**config.mk**
```make
export PLATFORM = sky130hd
export DESIGN_NAME = demux1to4_32
export DESIGN_NICKNAME = d
export VERILOG_FILES = /design/src/rtl/demux_pkg.sv /design/src/rtl/demux1to4_32.sv
export SDC_FILE = /design/constraint.sdc
export NUM_CORES = 1
export LEC_CHECK = 0
export BUFFER_PORTS_ARGS = -buffer_cell sky130_fd_sc_hd__buf_2
export CAP_MARGIN = 10
export CORE_ASPECT_RATIO = 1.2
export CORE_MARGIN = 2
export CORE_UTILIZATION = 31
export DETAILED_ROUTE_END_ITERATION = 12
export PLACE_DENSITY = 0.59
export SYNTH_ARGS = -nofsm -noshare
export SYNTH_HDL_FRONTEND = slang
export SYNTH_SLANG_ARGS = --single-unit
export TNS_END_PERCENT = 100
```
**constraint.sdc**
```tcl
create_clock -name clk -period 2 [get_ports clk]
set_input_delay 0.1 -clock clk [delete_from_list [all_inputs] [get_ports clk]]
set_output_delay 0.1 -clock clk [all_outputs]
set_load 0.01 [all_outputs]
```
**src/rtl/demux_pkg.sv**
```systemverilog
// Shared constants and helpers for the 1:4 destination demux stage.
package demux_pkg;

  localparam int NPORTS = 4;
  localparam int SEL_W  = 2;

  function automatic logic [NPORTS-1:0] sel2onehot(input logic [SEL_W-1:0] sel);
    logic [NPORTS-1:0] r_oh;
    r_oh      = '0;
    r_oh[sel] = 1'b1;
    return r_oh;
  endfunction

endpackage

```
**src/rtl/demux1to4_32.sv**
```systemverilog
// Registered valid/ready 1:4 demux: steers each word to the consumer named by its select.
// Build option DEMUX_SKID_EN adds a skid entry so in_ready has no path from out_ready.
module demux1to4_32
  import demux_pkg::*;
#(
  parameter int WIDTH = 32,
  parameter int CNT_W = 16
) (
  input  logic              clk,
  input  logic              rst_n,
  input  logic              flush,
  input  logic [WIDTH-1:0]  in_data,
  input  logic [SEL_W-1:0]  in_sel,
  input  logic              in_valid,
  output logic              in_ready,
  output logic [WIDTH-1:0]  out_data,
  output logic [NPORTS-1:0] out_valid,
  input  logic [NPORTS-1:0] out_ready,
  output logic [CNT_W-1:0]  xfer_cnt
);

  logic             r_started;
  logic             r_hv;
  logic [WIDTH-1:0] r_hd;
  logic [SEL_W-1:0] r_hs;
  logic [CNT_W-1:0] r_cnt;

  logic w_deliver;
  logic w_accept;
  logic w_in_ready;

  assign w_deliver = r_hv & (|(sel2onehot(r_hs) & out_ready));
  assign w_accept  = in_valid & w_in_ready;

  assign in_ready  = w_in_ready;
  assign out_data  = r_hd;
  assign out_valid = r_hv ? sel2onehot(r_hs) : '0;
  assign xfer_cnt  = r_cnt;

  // Holds in_ready low until the first edge after reset release.
  always_ff @(posedge clk or negedge rst_n) begin
    if (!rst_n) r_started <= 1'b0;
    else        r_started <= 1'b1;
  end

  // A delivery in a flush cycle still counts: the consumer already saw valid&ready.
  always_ff @(posedge clk or negedge rst_n) begin
    if (!rst_n)         r_cnt <= '0;
    else if (w_deliver) r_cnt <= r_cnt + CNT_W'(1);
  end

`ifdef DEMUX_SKID_EN
  logic             r_sv;
  logic [WIDTH-1:0] r_sd;
  logic [SEL_W-1:0] r_ss;

  assign w_in_ready = r_started & ~r_sv & ~flush;

  always_ff @(posedge clk or negedge rst_n) begin
    if (!rst_n) begin
      r_hv <= 1'b0;
      r_hd <= '0;
      r_hs <= '0;
      r_sv <= 1'b0;
      r_sd <= '0;
      r_ss <= '0;
    end else if (flush) begin
      r_hv <= 1'b0;
      r_sv <= 1'b0;
    end else if (w_deliver) begin
      if (r_sv) begin
        r_hd <= r_sd;
        r_hs <= r_ss;
        r_sv <= 1'b0;
      end else if (w_accept) begin
        r_hd <= in_data;
        r_hs <= in_sel;
      end else begin
        r_hv <= 1'b0;
      end
    end else if (w_accept) begin
      if (r_hv) begin
        r_sd <= in_data;
        r_ss <= in_sel;
        r_sv <= 1'b1;
      end else begin
        r_hd <= in_data;
        r_hs <= in_sel;
        r_hv <= 1'b1;
      end
    end
  end
`else
  assign w_in_ready = r_started & ~flush & (~r_hv | w_deliver);

  always_ff @(posedge clk or negedge rst_n) begin
    if (!rst_n) begin
      r_hv <= 1'b0;
      r_hd <= '0;
      r_hs <= '0;
    end else if (flush) begin
      r_hv <= 1'b0;
    end else if (w_accept) begin
      r_hv <= 1'b1;
      r_hd <= in_data;
      r_hs <= in_sel;
    end else if (w_deliver) begin
      r_hv <= 1'b0;
    end
  end
`endif

endmodule

```
==> flow_summary.toml, run 1 <==
[timing]
max_freq_ghz = 0.5323
maxSlewViolCount = 0
clock_skew_ns = 0.01449
setup_viol = 0
worst_slew_pin_slew_ns = 0.5960
fin_crit_ns = 1.879
worst_slack_ns = 0.1215
fin_tns_setup_ns = 0
timing.final.crit_share = 0.9393
rsz0062_at_grt = "no"
hold_viol = 0
relSlewSlack = 0.6026

[power_and_ir_drop]
p_sw_uw = 839.5
power_frac_clock = 0.259
power_frac_comb = 0.262
power_density_nw_per_um2 = 963.9
internal_power_mw = 2.115
pwr-share-seq = 0.479
p_leak_nw = 1.526
p_sw_frac = 0.2841
ir_worst_vdd_v = 0.0003823

[floorplan]
row_count = 34
start_util = 0.3204
fp.dieH_um = 98.71
core_area_sq_um = 7232
ios = 95
die_w_um = 82.93
die_area_sq_um = 8186

[outcome]
status = "finished, final reports clean"

[logic_synthesis]
synth_ff_type = "dfrtp_1"
synth_nets = 193
post-synth-top-count-cell = "dfrtp_1"
synth_edf_count = 0
post_synth_instance_area_sq_um = 2317
netlist.area_leader.share = 0.5616
netlist_instances = 150
yosysWarnings = 0
synth_seq_cells = 52
synthDistinctLibCells = 30
yosys-top-cells-area = "dfrtp_1 56%, mux2_4 19%, xnor2_1 4.9%, mux2_2 2.9%, buf_12 2.6%"
synth_area_leader_cell = "dfrtp_1"
synth_common_cells = "52 x dfrtp_1, 29 x mux2_4, 13 x xnor2_1"
avgSynthCellArea_sq_um = 15.45
ys_seq_area_frac = 0.5616
async_reset_ff_frac = 1.000

[cts]
cts_tree = "built"
cts_buffer_depth = 2
cts_buffers = 5
htree_levels = 2
clkLatencyLatePin_ns = 0.31
clkSinkCount = 52
path_clk_slew_ns = 0.10
cts_root_buf = "clkbuf_8"

[setup_path]
startpoint_type = "flop"
worst-setup-path-type = "reg -> reg"
critical_path.max_stage_delay_ns = 0.49
required_ns = 2.20
worstPathCellList = "mux2i_4 > a221oi_2 > and2_2 > buf_4 > mux2_4"
critPathTopFamily = "multiplexers"
cp-end-kind = "flop"
slowest_stage = "dfrtp_2"
arrival_ns = 2.08
path_buf_inv = 1
crit_fanout = 7

[grt]
grt_util_all_layers = 0.1164
overflow = 0
grt_max_degree = 29
grt_pass1_vias = 1567
grt_pass1_wl_um = 7638
antenna_found_initial = 0

[route]
drt_iter0_markers = 40
via_per_inst = 4.501
dr.pass1.iters = 3
ant_nets = 0
wire_per_inst_um = 13.58
wl_um = 4713
drc = 0
vias = 1562

[final_layout]
n_fill_cell = 721
area_growth_pct = 32.29
drive_above_1_share = 0.5953
diodes = 0
nets = 299

[placement]
port_buffers = 94
gp_congestion = 0.7918
hpwl_um = 3586
place_ws_ns = 0.08521

[hold_path]
hold_class = "in -> reg"

[flow_run]
drv_cap = 0
## final cells by class
type | count | area, sq um | area share
Sequential cell | 52 | 1303 | 0.4249
Multi-Input combinational cell | 91 | 927.1 | 0.3024
Timing Repair Buffer | 105 | 598.1 | 0.1951
Tap cell | 90 | 112.6 | 0.03673
Clock buffer | 6 | 82.58 | 0.02694
Clock inverter | 2 | 38.79 | 0.01265
Inverter | 1 | 3.754 | 0.001224
## power by group through the flow
stage,clock [mW],sequential (mW),combinational (mW)
after floorplan,0,1.50,0.377
after global placement,0,1.43,0.770
after detailed placement,0,1.43,0.788
after CTS,0.798,1.42,0.789
after global routing,0.840,1.45,0.844
final,0.765,1.42,0.774
## path summary, 6_finish.rpt
kind                                 to  cells after the start  slack, ns        start
setup / recovery           out_data[13]                      5       0.12      r_hs[1]
hold / removal             out_data[15]                      2       0.02  in_data[15]
setup reg to reg           out_data[13]                      5       0.12      r_hs[1]
hold reg to reg             xfer_cnt[5]                      1       0.49  xfer_cnt[5]
max in group asynchronous  out_data[16]                      3       1.11        rst_n
min in group asynchronous  xfer_cnt[12]                      2       0.33        rst_n
## layout by cell type (no fill, tap or decap)
cell type	Yosys	layout
a221oi_2	1	1
a22oi_1	1	1
and2_1	2	1
and2_2	1	2
and3_1	2	2
and3_2	1	1
and4_1	3	3
buf_12	3	3
buf_2	0	94
buf_4	0	5
bufinv_16	0	1
clkbuf_8	0	6
clkinv_4	0	1
conb_1	1	1
dfrtp_1	52	51
dfrtp_2	0	1
dlygate4sd3_1	0	3
ha_1	1	1
inv_1	1	1
mux2_2	6	6
mux2_4	29	29
mux2i_2	1	1
mux2i_4	1	1
nand2_1	5	5
nand2b_1	2	2
nand3_1	7	7
nand4_1	5	5
nor2_1	2	2
nor2b_1	1	1
o21bai_1	1	1
o22ai_1	1	1
o32ai_1	1	1
o32ai_2	1	1
xnor2_1	13	13
xor2_1	2	2
## registers in the layout, summed over array words and instances (netlist names)
| name | count |
|---|---|
| xfer_cnt | 16 |
| r_started | 1 |
| out_data | 32 |
| r_hv | 1 |
| r_hs | 2 |
## kinds of logic after synthesis
logic type | after synthesis | synth area share
mux | 37 | 0.2327
buf+inv | 7 | 0.03887
fa+ha+maj | 1 | 0.005399
other cells | 1 | 0.001618
compound gates | 6 | 0.02646
flops | 52 | 0.5616
simple gates | 31 | 0.07668
xor+xnor | 15 | 0.05670
## timing repair
action	4_1_cts	5_1_grt
buffers inserted	0	0
gates resized for setup	0	1
hold endpoints to repair	25	1
hold buffers	2	1
setup endpoints to repair	0	10
## per-layer routing
layer | global-route usage | up-vias | routed length, um
li1 | - | 738 | -
met1 | 0.1524 | 766 | 2038
met2 | 0.1911 | 52 | 2389
met3 | 0.03015 | 6 | 240
met4 | 0.03405 | 0 | 45
met5 | 0 | - | 0
## stage by stage
step | std cells | utilization | power, mW | hold slack, ns | area (sq um)
4_1_cts | 346 | 0.4223 | 3.006 | 0.004993 | 3054
6_report | 347 | 0.4239 | 2.955 | 0.01648 | 3065
5_1_grt | 347 | 0.4239 | 3.135 | 0.002637 | 3065
2_1_floorplan | 150 | - | 1.881 | -0.1956 | 2317
3_3_place_gp | 336 | 0.4028 | 2.199 | 0.1399 | 2913
3_5_place_dp | 336 | 0.4028 | 2.218 | 0.1440 | 2913
Power figures use the tool's default switching activity.
==> run 2: changes to the inputs <==
Settings changed: CTS_BUF_LIST set to sky130_fd_sc_hd__clkbuf_2.
==> flow_summary.toml, run 2 (synthesis results as in run 1) <==
[setup_path]
arrival_ns = 2.24
worstPathCellList = "mux2i_4 > a221oi_2 > and2_2 > buf_12 > mux2_2"
path_buf_inv = 1
critPathTopFamily = "multiplexers"
rrSetupSlack_ns = 0.08
required_ns = 2.32
worst-setup-path-type = "reg -> reg"
critical_path.max_stage_delay_ns = 0.54
startpoint_type = "flop"
crit_cells = 5
slowest_stage = "dfrtp_2"
crit_fanout = 14
reg2reg_depth = 5
cp-end-kind = "flop"

[final_layout]
final_cell_mix = "94 x buf_2, 51 x dfrtp_1, 36 x dlygate4sd3_1"
diodes = 0
area_growth_pct = 44.22
nets = 332
drive_above_1_share = 0.5241
final_common_cell = "buf_2"
n_fill_cell = 689
largest_reg_flops = 32

[cts]
clkLatencyLatePin_ns = 0.43
clkSinkCount = 52
cts_root_buf = "clkbuf_2"
cts_setup_buffers = 0
cts_tree = "built"
htree_levels = 2
cts_buffer_depth = 2
path_clk_slew_ns = 0.28
cts_buffers = 5

[timing]
fin_crit_ns = 1.920
clock_skew_ns = 0.03895
hold-worst-slack_ns = 0.1214
maxSlewViolCount = 0
rsz0062_at_grt = "no"
max_freq_ghz = 0.5209
timing.final.crit_share = 0.9599
setup_viol = 0
hold_viol = 0
relSlewSlack = 0.6029
worst_slack_ns = 0.08028
worst_slew_pin_slew_ns = 0.5956
fin_tns_setup_ns = 0

[hold_path]
hold_depth = 4
hold_class = "in -> reg"

[grt]
overflow = 0
grt_pass1_wl_um = 8252
grt_util_all_layers = 0.1252
grt_max_degree = 29
grt_pass1_vias = 1695
antenna_found_initial = 0

[floorplan]
row_count = 34
core_area_sq_um = 7232
die_area_sq_um = 8186
fp.dieH_um = 98.71
start_util = 0.3204
ios = 95
die_w_um = 82.93

[power_and_ir_drop]
p_sw_frac = 0.3005
internal_power_mw = 1.958
total_power_mw = 2.799
power_density_nw_per_um2 = 837.4
ir_worst_vdd_v = 0.0003731
p_leak_nw = 1.643
power_frac_clock = 0.197
p_sw_uw = 841.0
pwr-share-seq = 0.506
power_frac_comb = 0.297

[route]
drt_iter0_markers = 60
drc = 0
wl_um = 5146
vias = 1689
ant_nets = 0
wire_per_inst_um = 13.54
via_per_inst = 4.445
dr.pass1.iters = 4

[placement]
hpwl_um = 3586
place_ws_ns = 0.08521
port_buffers = 94
gp_congestion = 0.7918

[flow_run]
drv_cap = 0

[outcome]
status = "finished, final reports clean"
-- run 2: metrics by stage --
step	instances	utilization	instance area, sq um
after detailed placement	336	0.4028	2913
after floorplan	150	-	2317
after CTS	380	0.4619	3341
after global routing	380	0.4621	3342
final	380	0.4621	3342
after global placement	336	0.4028	2913
-- run 2: path summary, 6_finish.rpt --
| path | from | to |
|---|---|---|
| worst max-delay path | r_hs[1] | out_data[6] |
| worst min-delay path | out_ready[1] | r_hv |
| worst max register to register | r_hs[1] | out_data[6] |
| worst min register to register | xfer_cnt[5] | xfer_cnt[5] |
| max in group asynchronous | rst_n | out_data[16] |
| min in group asynchronous | rst_n | xfer_cnt[12] |
-- run 2: layout make-up --
class | instances | area (sq um) | share of cell area
Clock buffer | 5 | 25.02 | 0.007488
Clock inverter | 3 | 42.54 | 0.01273
Inverter | 1 | 3.754 | 0.001123
Multi-Input combinational cell | 91 | 927.1 | 0.2774
Sequential cell | 52 | 1303 | 0.3897
Tap cell | 90 | 112.6 | 0.03370
Timing Repair Buffer | 138 | 928.4 | 0.2778
-- run 2: worst register-to-register path, delay by kind of cell, from the launching register on --
kind	cells	cell delay, ns
muxes	2	0.57
DFF	1	0.54
AOI/OAI and AO/OA	1	0.27
and+or+nand+nor	1	0.26
buffers and inverters	1	0.17
-- run 2: what timing repair did --
item,CTS,global route
hold buffers,36,0
endpoints found under the setup margin,0,24
resized for setup,0,1
endpoints found under the hold margin,59,0
-- run 2: layer usage --
metal / GRT usage / share of wire / vias to the layer above
met2: 0.2165 / 0.53 / 52
met3: 0.02931 / 0.046 / 0
li1: - / - / 802
met4: 0.03405 / 0 / 0
met5: 0 / 0 / -
met1: 0.1573 / 0.42 / 835
-- run 2: power groups by stage --
stage | sequential, mW | combinational, mW | clock [mW]
after global placement | 1.43 | 0.770 | 0
after CTS | 1.42 | 0.840 | 0.580
after floorplan | 1.50 | 0.377 | 0
after global routing | 1.45 | 0.902 | 0.613
final | 1.42 | 0.831 | 0.552
after detailed placement | 1.43 | 0.788 | 0
